## config.mk

```make
export PLATFORM = sky130hd
export DESIGN_NAME = piston_gauge_flat
export DESIGN_NICKNAME = d
export VERILOG_FILES = /design/src/rtl/gas_sim_pkg.sv /design/src/rtl/piston_gauge_if.sv /design/src/rtl/piston_gauge_seq_divider16.sv /design/src/rtl/piston_gauge.sv /design/src/flat_wrapper.sv
export SDC_FILE = /design/constraint.sdc
export NUM_CORES = 1
export LEC_CHECK = 0
export ABC_AREA = 1
export CAP_MARGIN = 10
export CORE_MARGIN = 2
export CORE_UTILIZATION = 55
export CTS_CLUSTER_DIAMETER = 50
export DETAILED_ROUTE_END_ITERATION = 16
export GPL_ROUTABILITY_DRIVEN = 0
export PLACE_DENSITY = 0.85
export SLEW_MARGIN = 20
export SYNTH_ARGS = -nofsm -noshare
export SYNTH_HDL_FRONTEND = slang
export SYNTH_SLANG_ARGS = --single-unit
```

## constraint.sdc

```tcl
create_clock -name clk -period 2.97 [get_ports clk]
set_clock_uncertainty 0.15 [all_clocks]
set_input_delay 0.4455 -clock clk [delete_from_list [all_inputs] [get_ports clk]]
set_output_delay 0.4455 -clock clk [all_outputs]
set_load 0.05 [all_outputs]
```

## src/rtl/gas_sim_pkg.sv

```systemverilog
// Shared gas-simulation constants: piston geometry, level thresholds and gauge FSM encoding.
// The border counter and the piston gauge both derive their mappings from these values.
package gas_sim_pkg;

   localparam logic [15:0] PRESSURE_K = 16'd8000;
   localparam logic [7:0]  Q_MIN      = 8'd1;
   localparam logic [7:0]  Q_MAX      = 8'd200;

   // Border mapping: border = OFS - STEP*level; the thresholds below are its inverse
   localparam logic [7:0] BORDER_STEP     = 8'd40;
   localparam logic [7:0] TEMP_BORDER_OFS = 8'd161;
   localparam logic [7:0] MOLE_BORDER_OFS = 8'd201;

   localparam logic [7:0] TH_0 = 8'd1;
   localparam logic [7:0] TH_1 = 8'd41;
   localparam logic [7:0] TH_2 = 8'd81;
   localparam logic [7:0] TH_3 = 8'd121;

   typedef enum logic [1:0] {
      IDLE = 2'd0,
      DIV  = 2'd1,
      DONE = 2'd2
   } gaugeState_t;

   function automatic logic [2:0] tempLevelOf(input logic [7:0] qc);
      if (qc <= TH_0)      return 3'd4;
      else if (qc <= TH_1) return 3'd3;
      else if (qc <= TH_2) return 3'd2;
      else if (qc <= TH_3) return 3'd1;
      else                 return 3'd0;
   endfunction

   function automatic logic [2:0] moleLevelOf(input logic [7:0] qc);
      if (qc <= TH_0)      return 3'd5;
      else if (qc <= TH_1) return 3'd4;
      else if (qc <= TH_2) return 3'd3;
      else if (qc <= TH_3) return 3'd2;
      else                 return 3'd1;
   endfunction

endpackage

```

## src/rtl/piston_gauge_if.sv

```systemverilog
// Request/result bundle between the piston gauge and its consumer (display and mode logic).
interface piston_gauge_if;
   logic [7:0] Q;
   logic       sample;
   logic       busy;
   logic       valid;
   logic [7:0] pressure;
   logic [2:0] tempLevel;
   logic [2:0] moleLevel;

   modport master (output Q, sample, input busy, valid, pressure, tempLevel, moleLevel);
   modport slave  (input Q, sample, output busy, valid, pressure, tempLevel, moleLevel);
endinterface

```

## src/rtl/piston_gauge_seq_divider16.sv

```systemverilog
// Iterative restoring divider: 16-bit dividend by 8-bit divisor, one quotient bit per cycle.
module seq_divider16 (
   input  logic        clk,
   input  logic        clearn,
   input  logic        start,
   input  logic [15:0] dividend,
   input  logic [7:0]  divisor,
   output logic [15:0] quotient,
   output logic        done
);

   logic [15:0] quoReg;
   logic [7:0]  remReg;
   logic [7:0]  divReg;
   logic [3:0]  iterCnt;
   logic        running;
   logic [8:0]  shifted;
   logic [8:0]  trial;
   logic        fits;

   // Shift the next dividend bit into the partial remainder and try the subtraction
   assign shifted = {remReg, quoReg[15]};
   assign trial   = shifted - {1'b0, divReg};
   assign fits    = (shifted >= {1'b0, divReg});

   always_ff @(posedge clk) begin
      if (!clearn) begin
         running <= 1'b0;
         iterCnt <= 4'd0;
      end else if (start) begin
         running <= 1'b1;
         iterCnt <= 4'd0;
      end else if (running) begin
         iterCnt <= iterCnt + 4'd1;
         if (iterCnt == 4'd15) running <= 1'b0;
      end
   end

   always_ff @(posedge clk) begin
      if (start) begin
         quoReg <= dividend;
         remReg <= 8'd0;
         divReg <= divisor;
      end else if (running) begin
         quoReg <= {quoReg[14:0], fits};
         remReg <= fits ? trial[7:0] : shifted[7:0];
      end
   end

   assign quotient = quoReg;
   assign done     = running && (iterCnt == 4'd15);

endmodule

```

## src/rtl/piston_gauge.sv

```systemverilog
// Converts the piston position back into pressure, temperature level and mole level,
// using a shared sequential divider for P = K / V.
module piston_gauge #(
   parameter logic [15:0] PRESSURE_K = gas_sim_pkg::PRESSURE_K,
   parameter logic [7:0]  Q_MIN      = gas_sim_pkg::Q_MIN,
   parameter logic [7:0]  Q_MAX      = gas_sim_pkg::Q_MAX
) (
   input logic           clk,
   input logic           clearn,
   piston_gauge_if.slave bus
);

   import gas_sim_pkg::*;

   gaugeState_t state, stateNext;
   logic        divStart;
   logic        divDone;
   logic [15:0] quotient;
   logic [7:0]  qcIn;
   logic [7:0]  volIn;
   logic [2:0]  tempHold;
   logic [2:0]  moleHold;

   function automatic logic [7:0] clampPos(input logic [7:0] q);
      if (q < Q_MIN)      return Q_MIN;
      else if (q > Q_MAX) return Q_MAX;
      else                return q;
   endfunction

   function automatic logic [7:0] satPressure(input logic [15:0] quo);
      return (quo > 16'd255) ? 8'hFF : quo[7:0];
   endfunction

   // Clamp keeps V in 1..Q_MAX, so the divider never sees a zero divisor
   assign qcIn  = clampPos(bus.Q);
   assign volIn = Q_MAX + 8'd1 - qcIn;

   seq_divider16 uDiv (
      .clk      (clk),
      .clearn   (clearn),
      .start    (divStart),
      .dividend (PRESSURE_K),
      .divisor  (volIn),
      .quotient (quotient),
      .done     (divDone)
   );

   always_ff @(posedge clk) begin
      if (!clearn) state <= IDLE;
      else         state <= stateNext;
   end

   always_comb begin
      stateNext = state;
      divStart  = 1'b0;
      case (state)
         IDLE: if (bus.sample) begin
            divStart  = 1'b1;
            stateNext = DIV;
         end
         DIV:     if (divDone) stateNext = DONE;
         DONE:    stateNext = IDLE;
         default: stateNext = IDLE;
      endcase
   end

   always_ff @(posedge clk) begin
      if (divStart) begin
         tempHold <= tempLevelOf(qcIn);
         moleHold <= moleLevelOf(qcIn);
      end
   end

   // Result registers update only when leaving DONE and otherwise hold
   always_ff @(posedge clk) begin
      if (!clearn) begin
         bus.valid     <= 1'b0;
         bus.pressure  <= 8'd0;
         bus.tempLevel <= 3'd0;
         bus.moleLevel <= 3'd1;
      end else begin
         bus.valid <= (state == DONE);
         if (state == DONE) begin
            bus.pressure  <= satPressure(quotient);
            bus.tempLevel <= tempHold;
            bus.moleLevel <= moleHold;
         end
      end
   end

   assign bus.busy = (state != IDLE);

endmodule

```

## src/flat_wrapper.sv

```systemverilog
// flat-port wrapper written by rule: the top's interface ports become plain ports
module piston_gauge_flat import gas_sim_pkg::*;
#(
   parameter logic [15:0] PRESSURE_K = gas_sim_pkg::PRESSURE_K,
   parameter logic [7:0]  Q_MIN      = gas_sim_pkg::Q_MIN,
   parameter logic [7:0]  Q_MAX      = gas_sim_pkg::Q_MAX
)
  (clk, clearn, bus_Q, bus_sample, bus_busy, bus_valid, bus_pressure, bus_tempLevel, bus_moleLevel);
  piston_gauge_if bus_i ();
  input logic clk;
  input logic clearn;
  input wire logic [$bits(bus_i.Q)-1:0] bus_Q;
  input wire logic [$bits(bus_i.sample)-1:0] bus_sample;
  output wire logic [$bits(bus_i.busy)-1:0] bus_busy;
  output wire logic [$bits(bus_i.valid)-1:0] bus_valid;
  output wire logic [$bits(bus_i.pressure)-1:0] bus_pressure;
  output wire logic [$bits(bus_i.tempLevel)-1:0] bus_tempLevel;
  output wire logic [$bits(bus_i.moleLevel)-1:0] bus_moleLevel;
  assign bus_i.Q = bus_Q;
  assign bus_i.sample = bus_sample;
  assign bus_busy = bus_i.busy;
  assign bus_valid = bus_i.valid;
  assign bus_pressure = bus_i.pressure;
  assign bus_tempLevel = bus_i.tempLevel;
  assign bus_moleLevel = bus_i.moleLevel;
  piston_gauge #(.PRESSURE_K(PRESSURE_K), .Q_MIN(Q_MIN), .Q_MAX(Q_MAX)) u_core (.clk(clk), .clearn(clearn), .bus(bus_i));
endmodule
```

Yosys cells after proc, flatten, opt, wreduce, memory -nomap -nowiden
Index checks and enable logic that the tools add are counted.

word-level totals
  logic and storage cells = 54
  register bits after elaboration = 60
  output and inout bits = 16
  bits of input ports = 11

operators by class
  bitwise operators = 1
  reductions and logical operators = 6
  add/subtract/negate cells = 3
  eq/ne operators = 5
  mux-type cells = 18
  order comparisons = 8

operators with widths
  cell                   number
  $mux W8                4
  $gt A16 B8 Y1 const B  1
  $le A8 B7 Y1 const B   2
  $ge A9 B8 Y1           1
  $gt A8 B8 Y1 const B   1
  $le A8 B1 Y1 const B   1
  $le A8 B6 Y1 const B   1
  $lt A8 B1 Y1 const B   1
  $mux W2                4
  $sub A8 B8 Y8          1
  $sub A8 B8 Y8 const A  1
  $mux W1                7
  $mux W3                2
  $add A4 B1 Y4 const B  1
  $eq A4 B4 Y1 const B   1
  $pmux W2 S2            1
  $reduce_or A2 Y1       2
  $eq A2 B1 Y1 const B   1
  $eq A2 B2 Y1 const B   1
  $logic_not A2 Y1       1
  $ne A2 B1 Y1 const B   1
  $ne A2 B2 Y1 const B   1
  $reduce_and A2 Y1      1
  $reduce_bool A2 Y1     1
  2 further kinds        2

Logic depth before layout (Yosys ltp)
Gate-level depths: netlist of run 1.

  depth in word-level cells = 7
  depth in mapped cells = 14
  mapped depth without buffers = 13

Modules after synthesis
A second synthesis of run 1 with hierarchy kept.

second synthesis, totals
  cells, all modules = 393
  area, all modules = 3211.8 um^2

modules (own cells, without submodules)
  module         sequential area each (um^2)  times used  cells an instance  area each (um^2)
  seq_divider16  980.9                        1           232                1968.1
  piston_gauge   520.5                        1           161                1243.7

Worst setup path after synthesis of run 1
Ideal clock, no wire load.

  kind = reg2reg
  start point = reg u_core.uDiv.divReg[0]
  end point = reg u_core.uDiv.remReg[6]
  setup time = 0.057 ns
  buffers on the path = 0
  setup slack = 1.125 ns
  period minus slack after synthesis = 1.845 ns
  data arrival time = 1.638 ns
  data required time = 2.763 ns
  cell stages (with the launch flop) = 11
  path through = edfxtp_1 -> ha_1 -> fa_1 -> nor2_1 -> nand3_1 -> o211ai_1 -> xor2_1 -> nand3_1 -> nand3_1 -> nand2_1 -> inv_1

between the ends
  longest elaborated chain between the ends = 2
  elaborated cells between the ends (all ways) = 3
  classes of those cells = add/sub (1); order compare (1); mux (1)

ends and longest elaborated chain
  element                                               RTL line                                                            RTL
  from (decl)                                           piston_gauge_seq_divider16.sv:14                                    logic [7:0] divReg;
  from (signal assigned)                                piston_gauge_seq_divider16.sv:43                                    divReg <= divisor;
  $sub A8 B8 Y8 / $ge A9 B8 Y1 (equally long branches)  piston_gauge_seq_divider16.sv:23, piston_gauge_seq_divider16.sv:24
  $mux W8 (*)                                           piston_gauge_seq_divider16.sv:46                                    remReg <= fits ? trial[7:0] : shifted[7:0];
  to (signal assigned)                                  piston_gauge_seq_divider16.sv:46
  to (decl)                                             piston_gauge_seq_divider16.sv:13                                    logic [7:0] remReg;

Mark *: on every way between the ends. The rest lies on a longest branch, timed or not.
A chain may end at the register's enable or synchronous reset.

Final worst setup path of run 1
  start point = reg u_core.state[0]
  end point = out bus_busy

between the ends
  longest elaborated chain between the ends = 1

ends and longest elaborated chain
  element                 RTL line            RTL
  from (decl)             piston_gauge.sv:15  gaugeState_t state, stateNext;
  from (signal assigned)  piston_gauge.sv:50  else state <= stateNext;
  $reduce_bool A2 Y1      piston_gauge.sv:91  assign bus.busy = (state != IDLE);
  to (decl)               flat_wrapper.sv:14  output wire logic [$bits(bus_i.busy)-1:0] bus_busy;

Every way passes these cells.

==> run summary, run 1 <==
outcome: finished clean
path depth of the worst reg2reg path: 7
Slew Limit Fails: 0
post-synthesis cell count: 401
Hold WC Path Type: flip-flop to flip-flop
post-cts sizing count: 0
share of total power in the clock network: 34.5%
RSZ-0062 raised after global routing: no
# setup viols final: 0
origin of the critical flop-to-flop path: u_core.uDiv.running
post-synthesis sequential area ratio: 44.6%
via count: 2585
most frequent cells in the layout: nand2_1, inv_1, dfxtp_1, nor2_1, nand3_1
clock-pin slew on the worst setup and hold paths: 70 ps
hold_ws: 326 ps
layout cell share with drive strength beyond 1: 8.51%
post-CTS setup buffers: 0
Gate power share: 13.4%
LEAKAGE: 0.00167 µW
Post-Syn Nets: 423
Vias/cell: 5.12
critical path arrival: 1630 ps
Hold Path Sink: u_core.bus.moleLevel[0]
Post-Synth Simple-Gate Area: 25.5%
Storage cell area: 0.00134 mm²
Clock Tree Buf Depth: 2
Clk Latency, worst-skew pair: 330 ps
Sink Count: 60
Switching Fraction: 27.3%
Place WS: 520 ps
ant diodes: 0
setup TNS: 0 ps
first drt pass iteration count: 4
largest net degree at the start of global routing: 40
# nets final: 452
net switching power: 473 µW
post-synthesis mux area share: 0%
area delta synth->final: 15.9%
fraction of registers with async set/reset: 0%
internal cell power: 1260 µW
Initial DRC Count: 176
DRT antenna net count: 0
Crit Reg-Reg Endpoint: u_core.uDiv.remReg[4]
Final Hold Viols: 0
CP required: 2370 ps
post-synthesis compound-gate area fraction: 12.1%
WL/cell: 12.2 µm
clock tree from TritonCTS: built
first-pass GRT wire length: 10700 µm
Rel. slew slack: 42.1%
hold_sp: u_core.moleHold[0]
Synth Area in XOR/XNOR: 2.62%
Post-synth EDFFs: 14
Tmin final: 2220 ps
initial antenna violation count: 0
hold depth: 2
DRC Markers: 0
setup slack after layout: 748 ps
die area: 0.00608 mm²
period utilization: 74.8%
Port Buffers: 26
Critical Setup Path Class: flip-flop to output pin
Root Driver: clkbuf_8
Die Wd: 78.0 µm
worst vdd ir: 296 µV
gr usage total: 22.1%
R2R setup slack: 750 ps
max_cap viols: 0
Fill cells: 418
grt ovf: 0
core footprint: 0.00520 mm²
Placement Rows: 26
Hold Buf Count CTS: 0
YS warnings: 0
PwrDens: 497 mW/mm²
FMAX: 450 MHz
synthesized area per cell: 7.50 µm²
sequential power share: 52.1%
Top FF cell, synth: dfxtp_1
Max H-tree Level: 3
Starting Density: 57.8%
Num CTS Buffers: 9
#FFs+latches synth: 60
multi-input logic area: 0.00136 mm²
crit end category: output pin
Tightest Pin Transition: 862 ps
vias in the first global route: 2523
Worst Setup Start Kind: flip-flop
Netlist cell types: 37
critical path startpoint: u_core.state[0]
Die H: 78.0 µm
Cell Area, Synth: 0.00301 mm²
wirelength, routed: 6150 µm
main combinational cell family by area after synthesis: simple AND/OR/NAND/NOR gates
commonest non-fill, non-tap cell in the layout: nand2_1
Worst Path Max Fanout: 4
Synth Area in Adders: 4.82%
I/O pins: 27
hpwl dp: 4410 µm
Yosys cell counts (3+ instances only):
master / number / area share, %
xor2_1: 8 / 2.3
o211ai_1: 4 / 1.0
inv_1: 67 / 8.4
nand2_2: 10 / 2.1
o21ai_0: 26 / 4.3
a31oi_1: 8 / 1.7
dfxtp_1: 46 / 31
nand2_1: 93 / 12
clkbuf_1: 7 / 0.87
a21oi_1: 12 / 2.0
nor3_1: 5 / 0.83
nand3_1: 27 / 4.5
ha_1: 10 / 4.2
edfxtp_1: 14 / 14
a21oi_2: 3 / 0.87
nor2_1: 36 / 4.5
through the flow:
step | std cells | util (%) | power [µW] | area (µm²)
floorplan | 401 | - | 1090 | 3010
global placement | 489 | 63.9 | 1140 | 3330
detailed placement | 489 | 63.9 | 1150 | 3330
CTS | 505 | 67.0 | 1750 | 3490
global route | 505 | 67.0 | 1820 | 3490
finish | 505 | 67.0 | 1740 | 3490
cell type report:
class                           instances  area share, %
Multi-Input combinational cell        261           38.9
Sequential cell                        60           38.5
Timing Repair Buffer                   29           8.11
Inverter                               69           7.42
Clock buffer                           11           3.77
Tap cell                               70           2.51
Clock inverter                          5          0.861
worst max path at each step:
stage          depth (start not counted)                    end  slack (ps)
2_1_floorplan                         10  u_core.uDiv.remReg[6]        1130
3_3_place_gp                           8  u_core.uDiv.divReg[5]         620
3_5_place_dp                           8  u_core.uDiv.divReg[5]         520
4_1_cts                                3               bus_busy         730
5_1_grt                               11  u_core.uDiv.remReg[4]         500
6_report                               3               bus_busy         750
registers in the layout (all words and copies together), names as in the netlist:
signal                count
u_core.uDiv.quotient     16
u_core.bus.pressure       8
u_core.uDiv.divReg        8
u_core.uDiv.remReg        8
u_core.uDiv.iterCnt       4
u_core.bus.moleLevel      3
u_core.bus.tempLevel      3
u_core.moleHold           3
u_core.tempHold           3
u_core.state              2
u_core.bus.valid          1
u_core.uDiv.running       1
critical path: stages, from the launching register on:
cell	delay, ps
dfxtp_1	380
nor2_1	80
inv_1	50
clkdlybuf4s50_1	780
power by group through the flow:
stage | Combinational, µW | Clock, µW | Sequential, µW
floorplan | 171 | 0 | 916
global placement | 221 | 0 | 920
detailed placement | 229 | 0 | 922
CTS | 231 | 611 | 904
global route | 262 | 653 | 910
finish | 232 | 598 | 905
cell families after synthesis:
kind of cell,count (synthesis)
flops,60
compound gates,62
buf+inv,80
simple gates,179
xor+xnor,9
fa+ha+maj,11
layer usage:
| metal | global-route usage [%] | routed length, µm |
|---|---|---|
| met5 | 0 | 0 |
| met4 | 8.95 | 78 |
| met3 | 6.05 | 301 |
| met2 | 39.1 | 3090 |
| met1 | 25.2 | 2670 |
No activity file was read; power rests on OpenSTA's default activity.
==> run 2: changes to the inputs <==
- clock period: 2.97 -> 2.2 ns (I/O delays scaled with it)
==> run 2 against run 1 <==
Compared with the run above:
- combinational power is 48% higher
- global-route usage grew 0.066 points
- routed wire length up 1.2%
- clock power up 82%
- flip-flop and latch count unchanged
- die area did not move
- sequential power up 36%
- non-clock buffer count grew 20
- clock-buffer cell count grew 1
- critical endpoint unchanged
- largest cell class unchanged
==> run summary, run 2 (synthesis gave the netlist of run 1 again) <==
outcome: finished clean
wirelength, routed: 6220 µm (+1.2%)
die area: 0.00608 mm² (unchanged)
sequential power share: 46.0% (-6.1 points)
first-pass GRT wire length: 10800 µm (+1.1%)
Hold Buf Count CTS: 0 (unchanged)
Rel. slew slack: 65.3% (+23 points)
DRT antenna net count: 0 (unchanged)
Clock Tree Buf Depth: 2 (unchanged)
area delta synth->final: 24.2%
Hold WC Path Type: flip-flop to flip-flop
Placement Rows: 26 (unchanged)
ant diodes: 0 (unchanged)
R2R setup slack: 120 ps (-630 ps)
Die Wd: 78.0 µm (unchanged)
WL/cell: 11.8 µm (-2.7%)
layout cell share with drive strength beyond 1: 13.4% (+4.9 points)
initial antenna violation count: 0 (unchanged)
hpwl dp: 4550 µm (+3.2%)
CP required: 1720 ps (-650 ps)
share of total power in the clock network: 41.0% (+6.5 points)
Root Driver: clkbuf_8
largest net degree at the start of global routing: 32 (-20%)
worst vdd ir: 503 µV (+70%)
Crit Reg-Reg Endpoint: u_core.uDiv.remReg[1]
PwrDens: 712 mW/mm² (+43%)
Port Buffers: 26 (unchanged)
most frequent cells in the layout: nand2_1, inv_1, dfxtp_1, nor2_1, nand3_1
hold_ws: 327 ps (+1.06 ps)
slowest CP cell: clkdlybuf4s50_1
Clk Latency, worst-skew pair: 340 ps (about the same)
Vias/cell: 5.11 (-0.16%)
hold_sp: u_core.bus.moleLevel[0]
net switching power: 670 µW (+42%)
crit end category: output pin
Initial DRC Count: 144 (-18%)
commonest non-fill, non-tap cell in the layout: nand2_1
Largest register FFs: 16 (unchanged)
via count: 2683 (+3.8%)
crit path cell chain: nor2_1, inv_1, clkdlybuf4s50_1
vias in the first global route: 2633 (+4.4%)
path depth of the worst reg2reg path: 13 (+6)
Critical Setup Path Class: flip-flop to output pin
Tightest Pin Transition: 518 ps (-344 ps)
Placed Area: 0.00347 mm² (+4.3%)
Slew Limit Fails: 0 (unchanged)
Starting Density: 57.8% (unchanged)
I/O pins: 27 (unchanged)
# nets final: 472 (+4.4%)
Gate power share: 12.9% (-0.5 points)
grt ovf: 0 (unchanged)
Num CTS Buffers: 9 (unchanged)
CP max stage delay: 790 ps (about the same)
Switching Fraction: 25.2% (-2.1 points)
max_cap viols: 0 (unchanged)
# setup viols final: 0 (unchanged)
clock tree from TritonCTS: built
DRC Markers: 0 (unchanged)
Max H-tree Level: 3 (unchanged)
Worst Path Max Fanout: 4 (unchanged)
setup slack after layout: 97.0 ps (-652 ps)
FMAX: 476 MHz
post-route cell area: 0.00374 mm² (+7.1%)
clock-pin slew on the worst setup and hold paths: 60 ps (about the same)
Tmin final: 2100 ps
critical path arrival: 1620 ps (about the same)
origin of the critical flop-to-flop path: u_core.uDiv.remReg[1]
RSZ-0062 raised after global routing: no
core footprint: 0.00520 mm² (unchanged)
Fill cells: 404 (-3.3%)
post-layout util: 71.8% (+4.8 points)
internal cell power: 1990 µW (+58%)
gr usage total: 22.2% (+0.066 points)
Die H: 78.0 µm (unchanged)
Final Hold Viols: 0 (unchanged)
Hold Path Sink: u_core.bus.moleLevel[0]
Place WS: -70.9 ps (-591 ps)
hold depth: 2 (unchanged)
Worst Setup Start Kind: flip-flop
period utilization: 95.6%
first drt pass iteration count: 4 (unchanged)
LEAKAGE: 0.00180 µW (+8.2%)
Sink Count: 60 (unchanged)
run 2: layout make-up:
cell class,count,area [µm²],share of cell area [%]
clock buffer,12,178,4.76
clock inverter,4,52.6,1.41
inverter,69,259,6.93
multi-input combinational,261,1370,36.7
sequential,60,1340,35.9
tap,70,87.6,2.34
timing repair buffer,49,445,11.9
run 2: metrics by stage:
| step | power, µW | TNS [ps] | std cells |
|---|---|---|---|
| finish | 2660 | 0 | 525 |
| global placement | 1570 | -15.6 | 508 |
| CTS | 2670 | 0 | 524 |
| detailed placement | 1580 | -207 | 508 |
| global route | 2780 | 0 | 525 |
| floorplan | 1470 | 0 | 401 |
run 2: timing repair:
| action | 4_1_cts | 5_1_grt |
|---|---|---|
| endpoints found under the hold margin | 0 | 0 |
| endpoints found under the setup margin | 0 | 5 |
| resized for setup | 0 | 4 |
| buffers inserted | 0 | 1 |
run 2: critical path, delay by kind of cell (launching register included):
kind	cells	cell delay, ps
buffers and inverters	2	840
and+or+nand+nor	1	80
DFF	1	370
run 2: worst max-delay path by stage:
stage	from	cells after the start	slack [ps]	to
after floorplan	u_core.uDiv.divReg[0]	10	350	u_core.uDiv.remReg[6]
after global placement	bus_Q[5]	8	-20	u_core.uDiv.divReg[5]
after detailed placement	bus_Q[5]	8	-70	u_core.uDiv.divReg[5]
after CTS	u_core.uDiv.remReg[3]	11	50	u_core.uDiv.remReg[3]
after global routing	u_core.uDiv.divReg[4]	13	4	u_core.uDiv.remReg[1]
final	u_core.state[0]	3	100	bus_busy
run 2: routing by layer:
layer  share of wire, %  up-vias  GRT usage (%)  wire (µm)
met5                  0        -              0          0
met4                2.1        0           11.9        133
met3                5.0       16           4.65        310
met2                 50       74           39.5       3080
met1                 43     1216           24.7       2690
li1                   -     1377              -          -
run 2: power by group through the flow:
stage                     Sequential (µW)  Combinational [µW]  Clock [µW]
final                                1230                 344        1090
after floorplan                      1240                 231           0
after detailed placement             1250                 335           0
after global placement               1240                 322           0
after CTS                            1220                 338        1110
after global routing                 1230                 387        1160
==> run 3: changes to the inputs <==
- SLEW_MARGIN: 20 -> default
==> results of run 3 <==
The final DEF is identical to that of run 2; final timing and power are the same.
==> variant: new RTL, settings of run 3 <==
Register the input `clearn` before use, without a reset. The logic sees it one clock later. The other inputs are not delayed to match.
--- a/src/rtl/piston_gauge.sv
+++ b/src/rtl/piston_gauge.sv
@@ -11,6 +11,12 @@
 );
 
    import gas_sim_pkg::*;
+
+   logic clearn_q;
+
+   always_ff @(posedge clk) begin
+      clearn_q <= clearn;
+   end
 
    gaugeState_t state, stateNext;
    logic        divStart;
@@ -37,7 +43,7 @@
 
    seq_divider16 uDiv (
       .clk      (clk),
-      .clearn   (clearn),
+      .clearn   (clearn_q),
       .start    (divStart),
       .dividend (PRESSURE_K),
       .divisor  (volIn),
@@ -46,7 +52,7 @@
    );
 
    always_ff @(posedge clk) begin
-      if (!clearn) state <= IDLE;
+      if (!clearn_q) state <= IDLE;
       else         state <= stateNext;
    end
 
@@ -73,7 +79,7 @@
 
    // Result registers update only when leaving DONE and otherwise hold
    always_ff @(posedge clk) begin
-      if (!clearn) begin
+      if (!clearn_q) begin
          bus.valid     <= 1'b0;
          bus.pressure  <= 8'd0;
          bus.tempLevel <= 3'd0;
Formal check against the unedited RTL: not equivalent (a bounded check fails within 4 cycles, from zero or initial values).
==> variant against run 3 <==
Synthesized cell count rose by 2.5%; non-clock buffer count increased by 4; synthesized area rose by 2.0%; wire length grew 6.1%; final cell count increased by 2.9%; utilization down 1.5 points; register-to-register slack better by 0.06 ns; worst setup slack worse by 0.017 ns; sequential power rose by 3%; total power up 4.7%; sequential cell count rose by 1; maximum frequency down 0.80%; final area increased by 2.3%; global-route usage rose by 0.27 points.
==> variant: results (changes against run 3) <==
[status]
run_status=completed  ; unchanged

[logic_synthesis]
synth-compound-area-share=0.117  ; was 0.121
synth_top_cells_by_count=102 x nand2_1, 64 x inv_1, 47 x dfxtp_1  ; was 93 x nand2_1, 67 x inv_1, 46 x dfxtp_1
netlist_top_cells_area=dfxtp_1 31%, edfxtp_1 14%, nand2_1 12%  ; unchanged
syn_nets=433  ; was 423

[global_routing]
grt_util_all_layers=0.225  ; was 0.222
grt_pass1_wl_um=10900  ; was 10,800 um
grt_max_degree=34  ; was 32
grtUsageMet3=0.0455  ; was 0.0465
grt_pass1_vias=2722  ; was 2,633

[sta]
holdWs_ns=0.294  ; was 0.327 ns

[finish]
nMultiInputCombCells=268  ; was 261
buffers=53  ; was 49
register_area_um2=1360  ; was 1340 um^2
signal_buffer_area_fraction=0.121  ; was 0.119
multi_input_area_share=0.373  ; was 0.367
nFlopsAndLatches=61  ; was 60
clockNetworkAreaShare=0.0576  ; was 0.0616
drive_above_1_share=0.154  ; was 0.134
inverters=70  ; was 69

[placed_design]
dp.cells=524  ; was 508
placed_cell_area_um2=3570  ; was 3470 um^2
dp_slack_ns=-0.132  ; was -0.0709 ns

[min_path]
min_to=u_core.clearn_q  ; was u_core.bus.moleLevel[0]
hold_path.class=in -> reg  ; was reg -> reg

[route]
wl_met3_um=319  ; was 310 um
viasPerCell=5.22  ; was 5.11

[setup_path]
reg2reg_slack_ns=0.18  ; was 0.12 ns

==> variant: repair_timing <==
action | CTS | global route
resized for setup | 0 | 7
setup endpoints to repair | 0 | 7
setup buffers | 0 | 0
==> variant: how the worst max path moves through the flow <==
stage / slack (ns) / start / end
5_1_grt: 0.01 / u_core.state[0] / bus_busy
6_report: 0.08 / u_core.state[0] / bus_busy
2_1_floorplan: 0.37 / u_core.uDiv.divReg[0] / u_core.uDiv.remReg[6]
3_3_place_gp: -0.02 / bus_Q[5] / u_core.uDiv.divReg[7]
4_1_cts: 0.06 / u_core.state[0] / bus_busy
3_5_place_dp: -0.13 / bus_Q[5] / u_core.uDiv.divReg[7]
==> variant: where the power goes <==
group	internal, W	total, W	switching (W)
registers	0.00122	0.00127	0.0000440
clock network	0.000641	0.00110	0.000454
logic	0.000170	0.000425	0.000254
total	0.00203	0.00279	0.000753
